### config.mk
export PLATFORM = sky130hd
export DESIGN_NAME = cp0_ctrl_flat
export DESIGN_NICKNAME = d
export VERILOG_FILES = /design/src/rtl/cp0_ctrl_if.sv /design/src/rtl/cp0_ctrl.sv /design/src/flat_wrapper.sv
export SDC_FILE = /design/constraint.sdc
export NUM_CORES = 1
export LEC_CHECK = 0
export BUFFER_PORTS_ARGS = -buffer_cell sky130_fd_sc_hd__buf_2
export CORE_MARGIN = 3
export CORE_UTILIZATION = 45
export CTS_BUF_LIST = sky130_fd_sc_hd__clkbuf_4
export CTS_CLUSTER_SIZE = 16
export DETAILED_ROUTE_END_ITERATION = 8
export GPL_TIMING_DRIVEN = 0
export HOLD_SLACK_MARGIN = 0.08
export PLACE_DENSITY = 0.77
export REMOVE_ABC_BUFFERS = 1
export SETUP_SLACK_MARGIN = 0.1
export SYNTH_ARGS = -nofsm -noshare
export SYNTH_HDL_FRONTEND = slang
export SYNTH_SLANG_ARGS = --single-unit
### constraint.sdc
create_clock -name clk -period 2.7 [get_ports clk]
set_input_delay 0.135 -clock clk [delete_from_list [all_inputs] [get_ports clk]]
set_output_delay 0.135 -clock clk [all_outputs]
set_load 0.01 [all_outputs]
### src/rtl/cp0_ctrl_if.sv
// Pipeline-to-CP0 bus: mtc0/mfc0 access, M-stage exception info, interrupts,
// and the trap/EPC results handed back to the pipeline.
interface cp0_ctrl_if;
    logic        en;
    logic [4:0]  cp0_addr;
    logic [31:0] cp0_in;
    logic [31:0] cp0_out;
    logic [31:0] vpc;
    logic        bd_in;
    logic [4:0]  exc_code_in;
    logic [5:0]  hw_int;
    logic        eret;
    logic        req;
    logic [31:0] epc_out;

    modport master (
        output en, cp0_addr, cp0_in, vpc, bd_in, exc_code_in, hw_int, eret,
        input  cp0_out, req, epc_out
    );

    modport slave (
        input  en, cp0_addr, cp0_in, vpc, bd_in, exc_code_in, hw_int, eret,
        output cp0_out, req, epc_out
    );
endinterface

### src/rtl/cp0_ctrl.sv
// Coprocessor-0 exception/interrupt controller: decides traps for the M stage
// and holds SR, Cause, EPC and PRId. EXL is the handler state.
module cp0_ctrl (
    input  logic        clk,
    input  logic        reset,
    cp0_ctrl_if.slave   bus
);
    localparam logic [31:0] PRID = 32'h2022_0607;

    typedef enum logic {NORMAL = 1'b0, HANDLER = 1'b1} cp0State_t;

    cp0State_t   state;
    logic [5:0]  im;
    logic        ie;
    logic        bd;
    logic [5:0]  ip;
    logic [4:0]  excCode;
    logic [31:0] epc;

    logic        exl;
    logic        intReq;
    logic        excReq;
    logic        trap;
    logic [31:0] srValue;
    logic [31:0] causeValue;

    assign exl    = (state == HANDLER);
    assign intReq = ie & ~exl & (|(bus.hw_int & im));
    assign excReq = ~exl & (bus.exc_code_in != 5'd0);
    // Gate with reset so the pipeline never sees a trap while CP0 is held clear.
    assign trap   = reset & (intReq | excReq);

    assign srValue    = {16'b0, im, 8'b0, exl, ie};
    assign causeValue = {bd, 15'b0, ip, 3'b0, excCode, 2'b0};

    assign bus.req     = trap;
    assign bus.epc_out = epc;

    always_comb begin
        bus.cp0_out = 32'd0;
        case (bus.cp0_addr)
            5'd12:   bus.cp0_out = srValue;
            5'd13:   bus.cp0_out = causeValue;
            5'd14:   bus.cp0_out = epc;
            5'd15:   bus.cp0_out = PRID;
            default: bus.cp0_out = 32'd0;
        endcase
    end

    // A trap takes precedence over mtc0 and eret; eret is applied after an
    // SR write so it has the final say on EXL.
    always_ff @(posedge clk or negedge reset) begin
        if (!reset) begin
            state   <= NORMAL;
            im      <= 6'd0;
            ie      <= 1'b0;
            bd      <= 1'b0;
            ip      <= 6'd0;
            excCode <= 5'd0;
            epc     <= 32'd0;
        end else begin
            ip <= bus.hw_int;
            if (trap) begin
                state   <= HANDLER;
                excCode <= intReq ? 5'd0 : bus.exc_code_in;
                bd      <= bus.bd_in;
                epc     <= bus.bd_in ? (bus.vpc - 32'd4) : bus.vpc;
            end else begin
                if (bus.en && bus.cp0_addr == 5'd12) begin
                    im    <= bus.cp0_in[15:10];
                    state <= bus.cp0_in[1] ? HANDLER : NORMAL;
                    ie    <= bus.cp0_in[0];
                end
                if (bus.en && bus.cp0_addr == 5'd14) begin
                    epc <= bus.cp0_in;
                end
                if (bus.eret) begin
                    state <= NORMAL;
                end
            end
        end
    end
endmodule

### src/flat_wrapper.sv
// flat-port wrapper written by rule: the top's interface ports become plain ports
module cp0_ctrl_flat 
  (clk, reset, bus_en, bus_cp0_addr, bus_cp0_in, bus_vpc, bus_bd_in, bus_exc_code_in, bus_hw_int, bus_eret, bus_cp0_out, bus_req, bus_epc_out);
  cp0_ctrl_if bus_i ();
  input  logic clk;
  input  logic reset;
  input wire logic [$bits(bus_i.en)-1:0] bus_en;
  input wire logic [$bits(bus_i.cp0_addr)-1:0] bus_cp0_addr;
  input wire logic [$bits(bus_i.cp0_in)-1:0] bus_cp0_in;
  input wire logic [$bits(bus_i.vpc)-1:0] bus_vpc;
  input wire logic [$bits(bus_i.bd_in)-1:0] bus_bd_in;
  input wire logic [$bits(bus_i.exc_code_in)-1:0] bus_exc_code_in;
  input wire logic [$bits(bus_i.hw_int)-1:0] bus_hw_int;
  input wire logic [$bits(bus_i.eret)-1:0] bus_eret;
  output wire logic [$bits(bus_i.cp0_out)-1:0] bus_cp0_out;
  output wire logic [$bits(bus_i.req)-1:0] bus_req;
  output wire logic [$bits(bus_i.epc_out)-1:0] bus_epc_out;
  assign bus_i.en = bus_en;
  assign bus_i.cp0_addr = bus_cp0_addr;
  assign bus_i.cp0_in = bus_cp0_in;
  assign bus_i.vpc = bus_vpc;
  assign bus_i.bd_in = bus_bd_in;
  assign bus_i.exc_code_in = bus_exc_code_in;
  assign bus_i.hw_int = bus_hw_int;
  assign bus_i.eret = bus_eret;
  assign bus_cp0_out = bus_i.cp0_out;
  assign bus_req = bus_i.req;
  assign bus_epc_out = bus_i.epc_out;
  cp0_ctrl u_core (.clk(clk), .reset(reset), .bus(bus_i));
endmodule
==> results.txt <==
The run finished with clean final reports. The required time of the critical path is 2990 ps. The number of antenna diodes came out at 0. The global-route congestion overflow total is 0. The worst setup path is of the register to register kind. The library cells used most frequently in the layout, excluding fill and tap cells, are sky130_fd_sc_hd__buf_2, sky130_fd_sc_hd__dlygate4sd3_1, sky130_fd_sc_hd__dfrtp_1, sky130_fd_sc_hd__nor2_1, sky130_fd_sc_hd__nand2_1. The share of synthesized area spent on multiplexers is 6.851%. The worst ir drop on vdd is 0.3451 mV.

The wire length after detailed routing came out at 10,970 µm. On the worst path, the slowest cell contributes a delay of 440 ps. The number of buffers inserted by post-CTS setup repair came out at 0. The area growth from synthesis to layout is 45.08%. The layout cell share with drive strength beyond 1 came out at 32.16%.

Setup repair after global routing left no endpoint under its margin. The final layout contains 651 nets. The kind of start point of the critical path is a register. The number of warnings issued by yosys came out at 0.

After detailed routing, the number of vias per cell comes to 5.421. The number of distinct library cells after synthesis is 49. The max-slew violation total from the final report came out at 0. After technology mapping, the gate count stands at 366. The transition at the pin with the smallest max-transition slack is 832.3 ps. Along the worst path, the maximum fanout reaches 70. The wire length of the first global-routing pass is 17,410 µm. The fraction of the mapped netlist area in adder cells came out at 0.3744%.

The post-synthesis sequential area ratio is 38.94%. Once the floorplan was initialized, standard cells occupied 47.87% of the core. Broken down by cell family, the worst path's largest delay share belongs to compound AO/OA/AOI/OAI gates.

The clock latency on the worst-skew pair came out at 390 ps. The met2 layer wire length in the routed design came out at 5497 µm. The post-detailed-route count of antenna-violating nets came out at 0. In the final routing, the length of wire on met1 measures 4265 µm.

The number of buffer cells added on primary ports came out at 149. The number of CTS-inserted buffers is 5. The final cycle utilization of the critical path is 90.20%.

Summing the areas of all compound-gate instances in the mapped netlist gives 15.46% of the synthesized area. The library cell used most frequently in the layout, excluding fill and tap cells, is sky130_fd_sc_hd__buf_2. The area share of xor/xnor cells in the synthesized design is 6.814%. The critical path data arrival time is 2720 ps. After synthesis the cells add up to 3342 µm².

The worst-case headroom to the max-slew limit is 44.26%. The number of placed I/O pins is 150. The height of the chip is 92.18 µm.

After layout, the minimum clock period comes to 2435 ps. On the critical path, the stage with the largest delay is an instance of sky130_fd_sc_hd__dfrtp_1. Setup violations remaining at the end of the flow were counted as 0. The routed design uses 691 µm of met3 wire.

Routability-driven placement finished with a final weighted congestion of 0.8819. Of all flip-flops after synthesis, the portion carrying an async set or reset was 100.0%. The worst setup timing slack at the placement stage is -466.8 ps. For the worst flop-to-flop path, the logic depth is 6. The synthesized netlist devotes 27.18% of its cell area to simple gates. The max-cap violation count came out at 0. The maximum clock insertion buffer count came out at 2. The number of enable flip-flop cells after synthesis is 0. The timing-limited maximum frequency is 0.4106 GHz. The number of design rule violations left after detail routing is 0.

The number of sinks on the clock net is 52. Entering global routing, the biggest net connects 71 pins. Clock tree synthesis selected as its root buffer the cell sky130_fd_sc_hd__clkbuf_4. The first TritonRoute pass finished after 4 iterations. The total global-route track usage came out at 25.58%. The cell area power density came out at 461.0 nW/µm². The post-layout worst setup margin is 264.7 ps. The CTS clock-pin slew for the worst setup and hold paths is 170 ps.

The die is 92.18 µm wide. The die covers 8496 µm². After legalization and detailed placement, the total HPWL measured 7360 µm. The iteration-0 DRC count of the detailed router came out at 181. The depth of the CTS H-tree came out at 2. Traced cell by cell, the critical path runs through a22o_1 > o31ai_4 > a211o_2 > inv_6 > nor2_4 > mux2_2.

The total leakage power is 2.205 nW. The core area came out at 6982 µm². TritonCTS built the clock tree.

STA classifies the critical path endpoint as a register. The number of antenna violations at the first check in global routing came out at 0. The minimum hold slack is 86.34 ps. By area, the combinational part of the netlist is dominated by simple AND/OR/NAND/NOR gates.

For the final database, setup skew stands at 14.24 ps. In this run the worst hold path is classified as input pin to register. The number of synthesized register bits came out at 52. The count of buffer and inverter cells on the critical path is 1.

After floorplanning, the core was divided into 30 placement rows. The routed wirelength normalized by instance count came out at 16.56 µm. The via count of the first global-routing pass is 3,658. The via count came out at 3,589. The final number of hold-violating endpoints is 0.

Counting buffers and inverters, the worst setup path is 6 cells deep. The most used flip-flop cell after synthesis is sky130_fd_sc_hd__dfrtp_1. The highest metal layer carrying signal wires in the routed design is met4. A synthesized cell averages 9.131 µm². The cell depth of the worst min-delay path is 3.
==> final timing paths <==
| check | start | endpoint | slack (ps) |
|---|---|---|---|
| worst max-delay path | u_core.im[3] | u_core.im[4] | 260 |
| worst min-delay path | bus_vpc[16] | u_core.bus.epc_out[16] | 90 |
| worst max register to register | u_core.im[3] | u_core.im[4] | 260 |
| worst min register to register | u_core.excCode[2] | u_core.excCode[2] | 490 |
| max in group asynchronous | reset | u_core.bus.epc_out[16] | 2150 |
| min in group asynchronous | reset | u_core.im[1] | 310 |
==> per-stage QoR <==
step                      setup TNS, ps  total power [mW]  cell area (µm²)  cells  utilization [%]
final                                 0             2.235             4848    662            69.44
after global routing                  0             2.367             4848    662            69.44
after CTS                             0             2.232             4833    661            69.23
after detailed placement         -12210             1.766             4098    589            58.69
after global placement           -44540             1.738             4076    588            58.39
after floorplan                       0             1.432             3211    343                -
==> state kept, by name, indices dropped and copies added, names as in the netlist <==
| signal | count |
|---|---|
| u_core.bd | 1 |
| u_core.im | 6 |
| u_core.bus.epc_out | 32 |
| u_core.excCode | 5 |
| u_core.ip | 6 |
| u_core.exl | 1 |
| u_core.ie | 1 |
==> synthesized netlist by cell type (all sizes together) (2+ instances only) <==
| cell type | count | area (µm²) |
|---|---|---|
| a22o | 3 | 26.28 |
| nand4b | 2 | 32.53 |
| mux2 | 7 | 78.82 |
| clkbuf | 16 | 70.06 |
| a21oi | 29 | 148.9 |
| nor4 | 8 | 95.09 |
| inv | 4 | 15.01 |
| mux2i | 15 | 150.1 |
| nor3 | 16 | 85.08 |
| buf | 7 | 61.31 |
| or4 | 4 | 37.53 |
| a22oi | 6 | 45.04 |
| nand2 | 29 | 108.9 |
| or3 | 2 | 13.77 |
| o21ai | 14 | 70.06 |
| a211oi | 24 | 185.2 |
| nand4 | 3 | 18.77 |
| nor2 | 35 | 138.9 |
| dfrtp | 52 | 1301 |
| nand3 | 10 | 50.05 |
| a31oi | 2 | 12.51 |
| xor2 | 3 | 26.28 |
| and3 | 15 | 93.84 |
| xnor2 | 23 | 201.4 |
| nor2b | 27 | 168.9 |
==> repair_timing <==
item,CTS,global route
endpoints found under the hold margin,104,1
resized for setup,3,1
endpoints found under the setup margin,32,7
hold buffers,64,1
==> where the power goes <==
| part | internal (mW) | total, mW | switching (mW) |
|---|---|---|---|
| Sequential | 0.935 | 1.05 | 0.114 |
| Clock | 0.110 | 0.391 | 0.281 |
| Combinational | 0.389 | 0.795 | 0.406 |
| Total | 1.43 | 2.24 | 0.801 |
==> cell type report <==
cell class,count,area (µm²)
Fill cell,553,2133
Clock buffer,5,37.54
Tap cell,96,120.1
Clock inverter,3,27.53
Inverter,4,20.02
Sequential cell,52,1301
Multi-Input combinational cell,287,1908
Timing Repair Buffer,215,1434
==> worst min-delay path, cell delays in order <==
cell	delay (ps)
sky130_fd_sc_hd__buf_2	130
sky130_fd_sc_hd__xnor2_1	120
sky130_fd_sc_hd__a21oi_1	60
==> metal layers <==
layer  vias to the layer above  GRT usage [%]
met2                       152          45.50
li1                       1708              -
met4                         0          12.87
met1                      1683          30.21
met5                         -              0
met3                        46          3.117
==> cell families (layout without fill, tap and decap cells) <==
kind of cell | Yosys count | count (layout)
simple gates | 157 | 157
compound gates | 81 | 81
flops | 52 | 52
buf+inv | 27 | 227
xor+xnor | 26 | 26
mux | 22 | 22
fa+ha+maj | 1 | 1
Note: power is estimated with default switching activity, not from simulation.
